### config.mk
export PLATFORM = sky130hd
export DESIGN_NAME = vga_frame_scanout
export DESIGN_NICKNAME = d
export VERILOG_FILES = /design/src/rtl/vga_frame_scanout.sv
export SDC_FILE = /design/constraint.sdc
export NUM_CORES = 1
export LEC_CHECK = 0
export CORE_MARGIN = 3
export CORE_UTILIZATION = 60
export CTS_BUF_LIST = sky130_fd_sc_hd__clkbuf_8 sky130_fd_sc_hd__clkbuf_16
export CTS_CLUSTER_DIAMETER = 40
export DETAILED_ROUTE_END_ITERATION = 6
export MAX_ROUTING_LAYER = met4
export PLACE_DENSITY = 0.8
export SLEW_MARGIN = 20
export SYNTH_ARGS = -nofsm -noshare
export SYNTH_HDL_FRONTEND = slang
export SYNTH_SLANG_ARGS = --single-unit
### constraint.sdc
create_clock -name clk -period 6.87 [get_ports clk]
set_clock_uncertainty 0.2 [all_clocks]
set_input_delay 1.0305 -clock clk [delete_from_list [all_inputs] [get_ports clk]]
set_output_delay 1.0305 -clock clk [all_outputs]
set_load 0.03 [all_outputs]
### src/rtl/vga_frame_scanout.sv
// 640x480@60 VGA scan-out of a 64x48 frame buffer. Each buffer cell covers a
// 10x10 block of screen pixels. Addresses are issued one cycle after the
// counters, the buffer answers one cycle later, and the decoded colour leaves
// together with the equally delayed syncs three cycles after the counters.
module vga_frame_scanout #(
   parameter int unsigned H_ACTIVE = 640,
   parameter int unsigned H_FP     = 16,
   parameter int unsigned H_SYNC   = 96,
   parameter int unsigned H_BP     = 48,
   parameter int unsigned V_ACTIVE = 480,
   parameter int unsigned V_FP     = 10,
   parameter int unsigned V_SYNC   = 2,
   parameter int unsigned V_BP     = 33,
   parameter int unsigned SCALE    = 10
) (
   input  logic        clk,
   input  logic        rst_n,
   input  logic        blank,
   output logic [11:0] fb_addr,
   output logic        fb_rd_en,
   input  logic [5:0]  fb_data,
   output logic [1:0]  r,
   output logic [1:0]  g,
   output logic [1:0]  b,
   output logic        hsync,
   output logic        vsync,
   output logic        de,
   output logic        frame_start
);

   localparam logic [9:0] HAct     = 10'(H_ACTIVE);
   localparam logic [9:0] HMax     = 10'(H_ACTIVE + H_FP + H_SYNC + H_BP - 1);
   localparam logic [9:0] HsStart  = 10'(H_ACTIVE + H_FP);
   localparam logic [9:0] HsEnd    = 10'(H_ACTIVE + H_FP + H_SYNC);
   localparam logic [9:0] VAct     = 10'(V_ACTIVE);
   localparam logic [9:0] VMax     = 10'(V_ACTIVE + V_FP + V_SYNC + V_BP - 1);
   localparam logic [9:0] VsStart  = 10'(V_ACTIVE + V_FP);
   localparam logic [9:0] VsEnd    = 10'(V_ACTIVE + V_FP + V_SYNC);
   localparam logic [3:0] SubMax   = 4'(SCALE - 1);

   // Timing and cell counters
   logic [9:0] h_cnt_q, h_cnt_d;
   logic [9:0] v_cnt_q, v_cnt_d;
   logic [3:0] x_sub_q, x_sub_d;
   logic [3:0] y_sub_q, y_sub_d;
   logic [5:0] cell_x_q, cell_x_d;
   logic [5:0] cell_y_q, cell_y_d;

   // Stage 1: address issue plus control flags
   logic [11:0] addr_q;
   logic        rd_en_q;
   logic        hs1_q, vs1_q, fs1_q;
   // Stage 2: data returning from the buffer
   logic        act2_q, hs2_q, vs2_q, fs2_q;
   // Stage 3: registered outputs
   logic [5:0]  rgb_q;
   logic        hs3_q, vs3_q, de3_q, fs3_q;

   logic h_last, v_last, h_act, v_act, act;
   logic hs_n, vs_n, at_origin;

   // Next-state for the raster and cell counters, plus stage-1 decodes
   always_comb begin
      h_last    = (h_cnt_q == HMax);
      v_last    = (v_cnt_q == VMax);
      h_act     = (h_cnt_q < HAct);
      v_act     = (v_cnt_q < VAct);
      act       = h_act && v_act;
      hs_n      = !((h_cnt_q >= HsStart) && (h_cnt_q < HsEnd));
      vs_n      = !((v_cnt_q >= VsStart) && (v_cnt_q < VsEnd));
      at_origin = (h_cnt_q == 10'd0) && (v_cnt_q == 10'd0);

      h_cnt_d = h_last ? 10'd0 : h_cnt_q + 10'd1;
      v_cnt_d = v_cnt_q;
      if (h_last) begin
         v_cnt_d = v_last ? 10'd0 : v_cnt_q + 10'd1;
      end

      // Horizontal cell position only advances across visible pixels
      x_sub_d  = x_sub_q;
      cell_x_d = cell_x_q;
      if (h_last) begin
         x_sub_d  = 4'd0;
         cell_x_d = 6'd0;
      end else if (h_act) begin
         if (x_sub_q == SubMax) begin
            x_sub_d  = 4'd0;
            cell_x_d = cell_x_q + 6'd1;
         end else begin
            x_sub_d = x_sub_q + 4'd1;
         end
      end

      // Vertical cell position advances at the end of each visible line
      y_sub_d  = y_sub_q;
      cell_y_d = cell_y_q;
      if (h_last) begin
         if (v_last) begin
            y_sub_d  = 4'd0;
            cell_y_d = 6'd0;
         end else if (v_act) begin
            if (y_sub_q == SubMax) begin
               y_sub_d  = 4'd0;
               cell_y_d = cell_y_q + 6'd1;
            end else begin
               y_sub_d = y_sub_q + 4'd1;
            end
         end
      end
   end

   // Counter state
   always_ff @(posedge clk or negedge rst_n) begin
      if (!rst_n) begin
         h_cnt_q  <= 10'd0;
         v_cnt_q  <= 10'd0;
         x_sub_q  <= 4'd0;
         y_sub_q  <= 4'd0;
         cell_x_q <= 6'd0;
         cell_y_q <= 6'd0;
      end else begin
         h_cnt_q  <= h_cnt_d;
         v_cnt_q  <= v_cnt_d;
         x_sub_q  <= x_sub_d;
         y_sub_q  <= y_sub_d;
         cell_x_q <= cell_x_d;
         cell_y_q <= cell_y_d;
      end
   end

   // Three-stage pipeline keeping colour and syncs aligned
   always_ff @(posedge clk or negedge rst_n) begin
      if (!rst_n) begin
         addr_q  <= 12'd0;
         rd_en_q <= 1'b0;
         hs1_q   <= 1'b1;
         vs1_q   <= 1'b1;
         fs1_q   <= 1'b0;
         act2_q  <= 1'b0;
         hs2_q   <= 1'b1;
         vs2_q   <= 1'b1;
         fs2_q   <= 1'b0;
         rgb_q   <= 6'd0;
         hs3_q   <= 1'b1;
         vs3_q   <= 1'b1;
         de3_q   <= 1'b0;
         fs3_q   <= 1'b0;
      end else begin
         addr_q  <= act ? {cell_y_q, cell_x_q} : 12'd0;
         rd_en_q <= act;
         hs1_q   <= hs_n;
         vs1_q   <= vs_n;
         fs1_q   <= at_origin;
         act2_q  <= rd_en_q;
         hs2_q   <= hs1_q;
         vs2_q   <= vs1_q;
         fs2_q   <= fs1_q;
         // fb_data belongs to the address issued one cycle earlier
         rgb_q   <= (act2_q && !blank) ? fb_data : 6'd0;
         hs3_q   <= hs2_q;
         vs3_q   <= vs2_q;
         de3_q   <= act2_q;
         fs3_q   <= fs2_q;
      end
   end

   assign fb_addr     = addr_q;
   assign fb_rd_en    = rd_en_q;
   assign r           = rgb_q[5:4];
   assign g           = rgb_q[3:2];
   assign b           = rgb_q[1:0];
   assign hsync       = hs3_q;
   assign vsync       = vs3_q;
   assign de          = de3_q;
   assign frame_start = fs3_q;

endmodule

==> impl_metrics.csv, run 1 <==
group,metric,value,unit
detailed_routing,avgRoutedWirePerCell,15.7,um
synthesis,ys_async_sr_fraction,100,%
clocking,h-tree-depth,3,
detailed_routing,viasPerCell,5.83,
layout,fin_util,75.4,%
timing,maxSlewViolCount,0,
synthesis,yosysTopAreaCellShare,51.0,%
layout,final_cell_mix,"dfrtp_1 (64), clkdlybuf4s50_1 (30), nand3_1 (20)",
job,drv_cap,0,
layout,drive_gt1_share,8.96,%
synthesis,synthesis.nets,317,
global_route,gr-total-overflow,0,
synthesis,ys.flop_type,"dfrtp_1",
outcome,status,"completed",
critical_path,rr_endpoint,"y_sub_q[2]",
timing,post-route-min-period,2750,ps
power_and_ir_drop,total_power,0.720,mW
global_route,grt_max_degree,71,
critical_path,path_max_fanout,1,
timing,hold_viol_final,0,
global_route,antenna_found_initial,0,
global_route,grt_util_met3,8.94,%
critical_path,criticalPathCategory,"flop to output pin",
critical_path,crit_arrival,1520,ps
clocking,cts_buffers,9,
synthesis,yosysWarnings,0,
critical_path,rrSetupSlack,4220,ps
global_route,busiest_layer,"met2",
synthesis,synth.distinct_cells,41,
floorplanning,die_h,78.3,um
power_and_ir_drop,p_per_area,196,nW/um^2
min_path,min_to,"fs2_q",
place,place.gp.congestion,0.934,
critical_path,r2r_cells,5,
global_route,grt_use_total,24.1,%
place,io_buffers,31,
min_path,hold_class,"flop to flop",
critical_path,crit_start,"vsync",
synthesis,ys_seq_area_share,56.1,%
clocking,cts_hold_buf,0,
layout,fillers,359,
floorplanning,ioPinCount,32,
timing,setup_tns,0,ps
timing,relSlewSlack,44.7,%
global_route,use_met2,34.8,%
synthesis,synth_area_leaders,"dfrtp_1 (51%), dfstp_2 (5.0%), ha_1 (4.0%)",
global_route,grt_first_pass_wirelength,11.0,mm
synthesis,syn_area_per_cell,10.5,sq um
timing,setup_viol,0,
timing,rsz0062_at_grt,"no",
floorplanning,initial_core_util,64.3,%
synthesis,synth_edf_count,0,
place,hpwl,4.31,mm
layout,areaGrowthSynthToFinish,17.3,%
detailed_routing,vias,2342,
floorplanning,row_count,25,
synthesis,syn_inst,298,
timing,timing.hold.ws,145,ps
clocking,post_cts_resized,0,
detailed_routing,ant_nets,0,
clocking,cts_root_buf,"clkbuf_8",
critical_path,cp_cell_sequence,"clkdlybuf4s50_1",
synthesis,synth_top_area_cell,"dfrtp_1",
critical_path,regToRegStartpoint,"h_cnt_q[7]",
power_and_ir_drop,ir_drop,0.204,mV
critical_path,critPathBufInv,1,
critical_path,start_kind,"flop",
timing,fmax,364,MHz
layout,nets,349,
power_and_ir_drop,total_leakage_power,1.65,nW
critical_path,cp_slowest_cell,"clkdlybuf4s50_1",
detailed_routing,drt_iter0_drc,210,
layout,layout_commonest_cell,"dfrtp_1",
critical_path,cpLargestDelayFamily,"buffers and inverters",
clocking,cts_tree,"built",
critical_path,cp-end-kind,"output pin",
clocking,insertion_delay,340,ps
min_path,min_from,"fs1_q",
critical_path,worstPathRequired,5640,ps
clocking,post_cts_buffers,0,
clocking,path_clk_slew,70,ps
clocking,cts_sinks,70,
floorplanning,die_w,78.3,um
global_route,grt_pass1_vias,2287,
global_route,grt.met1_usage,31.4,%
detailed_routing,dr.pass1.iters,5,
timing,post-route-period-util,40.0,%
clocking,cts_max_path_buffers,2,
detailed_routing,drc,0,
floorplanning,core_area,4880,sq um
timing,worstMarginPinSlew,829,ps
layout,diodes,0,
floorplanning,die_area,6130,sq um
synthesis,synth_area,3140,sq um
synthesis,ys_seq_elements,70,
min_path,hold_depth,0,
detailed_routing,drt-total-wl,6.30,mm
critical_path,max_stage_delay,650,ps
## worst register-to-register path, delay by kind of cell, from the launching register on
family | cells | cell delay [ps]
multiplexers | 1 | 140
buffers and inverters | 1 | 280
flip-flops | 1 | 450
AND/OR/NAND/NOR | 3 | 1500
## worst max-delay path by stage
stage                       end  cells after the start
floorplan           cell_y_q[4]                      5
global placement     y_sub_q[2]                      5
detailed placement   y_sub_q[2]                      5
CTS                       vsync                      1
global route              vsync                      1
finish                    vsync                      1
## per-stage QoR
| stage | worst slack (ps) | std cells | area [sq um] |
|---|---|---|---|
| CTS | 4100 | 402 | 3680 |
| detailed placement | 4280 | 386 | 3510 |
| global placement | 4330 | 386 | 3510 |
| finish | 4120 | 402 | 3680 |
| floorplan | 4720 | 298 | 3140 |
| global route | 4060 | 402 | 3680 |
## registers in the layout, indices dropped and copies added, names as in the netlist
register	flops
act2_q	1
x_sub_q	4
y_sub_q	4
fb_rd_en	1
rgb_q	6
vs1_q	1
hsync	1
fs2_q	1
fs1_q	1
fb_addr	12
cell_y_q	6
vsync	1
hs2_q	1
v_cnt_q	10
frame_start	1
cell_x_q	6
hs1_q	1
de	1
vs2_q	1
h_cnt_q	10
## report_power, final
| group | switching, mW | internal, mW |
|---|---|---|
| combinational | 0.0129 | 0.00790 |
| sequential | 0.000478 | 0.414 |
| clock | 0.139 | 0.145 |
| total | 0.152 | 0.567 |
## cells in the mapped netlist, types with 4 or more instances
| library cell | instances |
|---|---|
| and2_1 | 9 |
| ha_1 | 10 |
| nand3_1 | 20 |
| xor2_1 | 8 |
| dfrtp_1 | 64 |
| clkbuf_1 | 14 |
| inv_1 | 9 |
| nand4_1 | 9 |
| xnor2_1 | 6 |
| nor3_1 | 11 |
| o21ai_0 | 15 |
| and3_1 | 18 |
| a31oi_1 | 4 |
| nor2_1 | 19 |
| a21oi_1 | 17 |
| mux2i_1 | 5 |
| nand2_1 | 18 |
| dfstp_2 | 6 |
## cells by family (layout without fill, tap and decap cells)
logic type | count (synthesis) | count (layout) | synth area share (%)
buffers and inverters | 24 | 61 | 2.91
adders and majority gates | 10 | 10 | 3.99
xor gates and xnor gates | 14 | 14 | 3.91
muxes | 5 | 5 | 1.59
AOI/OAI and AO/OA | 45 | 45 | 8.37
DFF | 70 | 70 | 56.1
and+or+nand+nor | 130 | 130 | 23.2
## metal layers
layer | vias to the layer above | share of wire (%)
met5 | - | 0
met4 | 0 | 1.0
met3 | 9 | 6.8
met2 | 85 | 47
met1 | 1132 | 45
li1 | 1116 | -
## layout make-up
class | count | area, sq um | share of cell area, %
sequential | 70 | 1760 | 47.8
timing repair buffer | 36 | 343 | 9.32
inverter | 9 | 33.8 | 0.918
multi-input combinational | 204 | 1290 | 35.0
clock buffer | 11 | 151 | 4.11
tap | 67 | 83.8 | 2.28
clock inverter | 5 | 21.3 | 0.578
(Power assumes the default switching activity.)
==> run 2: changes to the inputs <==
- CORE_UTILIZATION: 60 -> 56
- PLACE_DENSITY: 0.8 -> 0.75
- clock period: 6.87 -> 2.6 ns (I/O delays scaled with it)
==> impl_metrics.csv, run 2 (synthesis results as in run 1) <==
group,metric,value,unit
power_and_ir_drop,switching_share,22.0,%
detailed_routing,viasPerCell,5.60,
clocking,h-tree-depth,3,
timing,hold_viol_final,0,
layout,seqCellArea,1760,sq um
global_route,antenna_found_initial,0,
global_route,grt_max_degree,26,
floorplanning,row_count,26,
critical_path,start_kind,"flop",
critical_path,regToRegStartpoint,"v_cnt_q[1]",
global_route,grt_pass1_vias,2191,
power_and_ir_drop,power.switching,0.416,mW
critical_path,cp-end-kind,"flop",
global_route,grt_use_total,21.7,%
floorplanning,core_area,5270,sq um
clocking,cts_sinks,70,
layout,fillers,393,
min_path,min_from,"fs2_q",
critical_path,rrSetupSlack,280,ps
layout,areaGrowthSynthToFinish,19.0,%
layout,largest_register_ffs,12,
place,io_buffers,31,
critical_path,rr_endpoint,"cell_y_q[5]",
floorplanning,die_w,80.9,um
floorplanning,die_area,6540,sq um
clocking,path_clk_slew,70,ps
layout,fin_util,70.8,%
power_and_ir_drop,total_leakage_power,1.68,nW
critical_path,cpLargestDelayFamily,"simple AND/OR/NAND/NOR gates",
critical_path,cp_slowest_cell,"nor4b_2",
timing,setup_viol,0,
timing,worstMarginPinSlew,564,ps
clocking,cts_max_path_buffers,2,
timing,setup_tns,0,ps
layout,final_cells,412,
timing,layout_setup_ws,283,ps
critical_path,critPathBufInv,1,
floorplanning,die_h,80.9,um
job,drv_cap,0,
timing,timing.hold.ws,156,ps
timing,rsz0062_at_grt,"no",
power_and_ir_drop,p_comb_share,3.1,%
layout,diodes,0,
place,place.gp.congestion,0.904,
detailed_routing,vias,2307,
detailed_routing,ant_nets,0,
critical_path,path_max_fanout,8,
power_and_ir_drop,p_per_area,507,nW/um^2
global_route,gr-total-overflow,0,
timing,relSlewSlack,62.3,%
clocking,post_cts_buffers,0,
clocking,cts_tree,"built",
layout,drive_gt1_share,10.8,%
detailed_routing,drt_iter0_drc,167,
clocking,cts_root_buf,"clkbuf_8",
place,dp.cells,395,
layout,layout_commonest_cell,"dfrtp_1",
critical_path,criticalPathCategory,"flop to flop",
place,pre_cts_slack,329,ps
layout,multi_input_comb_area,1290,sq um
critical_path,crit_start,"v_cnt_q[1]",
detailed_routing,drc,0,
critical_path,cp.depth,6,
detailed_routing,drt-total-wl,6.07,mm
global_route,grt_first_pass_wirelength,10.5,mm
critical_path,crit_arrival,2340,ps
clocking,cts_buffers,9,
power_and_ir_drop,p_seq_share,57.8,%
power_and_ir_drop,clkPwrFrac,39.1,%
power_and_ir_drop,internal_power,1.48,mW
place,hpwl,4.29,mm
critical_path,worstPathRequired,2630,ps
timing,maxSlewViolCount,0,
critical_path,r2r_cells,6,
layout,final_cell_mix,"dfrtp_1 (64), clkdlybuf4s50_1 (30), nand3_1 (20)",
floorplanning,initial_core_util,59.5,%
timing,fmax,432,MHz
clocking,insertion_delay,340,ps
floorplanning,ioPinCount,32,
critical_path,critPathCapture,"cell_y_q[5]",
timing,post-route-min-period,2320,ps
layout,nets,356,
detailed_routing,dr.pass1.iters,4,
detailed_routing,avgRoutedWirePerCell,14.7,um
min_path,hold_class,"flop to flop",
power_and_ir_drop,ir_drop,0.402,mV
timing,post-route-period-util,89.1,%
critical_path,max_stage_delay,480,ps
critical_path,cp_cell_sequence,"inv_1, ha_1, nor4b_2, nand3_1, and2_1, a22o_1",
outcome,status,"completed",
run 2: routing by layer:
layer | GRT usage (%) | up-vias | part of all wire (%)
li1 | - | 1136 | -
met1 | 28.2 | 1098 | 49
met2 | 33.3 | 65 | 45
met3 | 6.87 | 8 | 5.8
met4 | 5.07 | 0 | 0.97
met5 | - | - | 0
run 2: cell type report:
type,instances,share of cell area [%]
Clock inverter,6,0.804
Timing Repair Buffer,43,10.7
Inverter,9,0.905
Sequential cell,70,47.1
Clock buffer,10,3.69
Multi-Input combinational cell,204,34.5
Tap cell,70,2.35
run 2: power groups by stage:
| stage | clock (mW) | sequential (mW) | combinational (mW) |
|---|---|---|---|
| floorplan | 0 | 1.13 | 0.00385 |
| global placement | 0 | 1.12 | 0.0584 |
| detailed placement | 0 | 1.12 | 0.0591 |
| CTS | 0.760 | 1.09 | 0.0606 |
| global route | 0.800 | 1.09 | 0.0659 |
| finish | 0.739 | 1.09 | 0.0587 |
run 2: what timing repair did:
action,CTS,global route
hold endpoints to repair,20,0
hold buffers,1,0
resized for setup,0,0
run 2: metrics by stage:
| stage | cell area, sq um | total power [mW] |
|---|---|---|
| after detailed placement | 3560 | 1.17 |
| after global placement | 3560 | 1.17 |
| after global routing | 3730 | 1.96 |
| final | 3730 | 1.89 |
| after floorplan | 3140 | 1.13 |
| after CTS | 3730 | 1.92 |
run 2: worst min-delay path by stage:
stage	end	slack (ps)	cells after the start
3_5_place_dp	fs2_q	140	0
3_3_place_gp	fs2_q	140	0
4_1_cts	fs2_q	160	0
6_report	frame_start	160	0
2_1_floorplan	act2_q	-110	0
5_1_grt	hs2_q	160	0
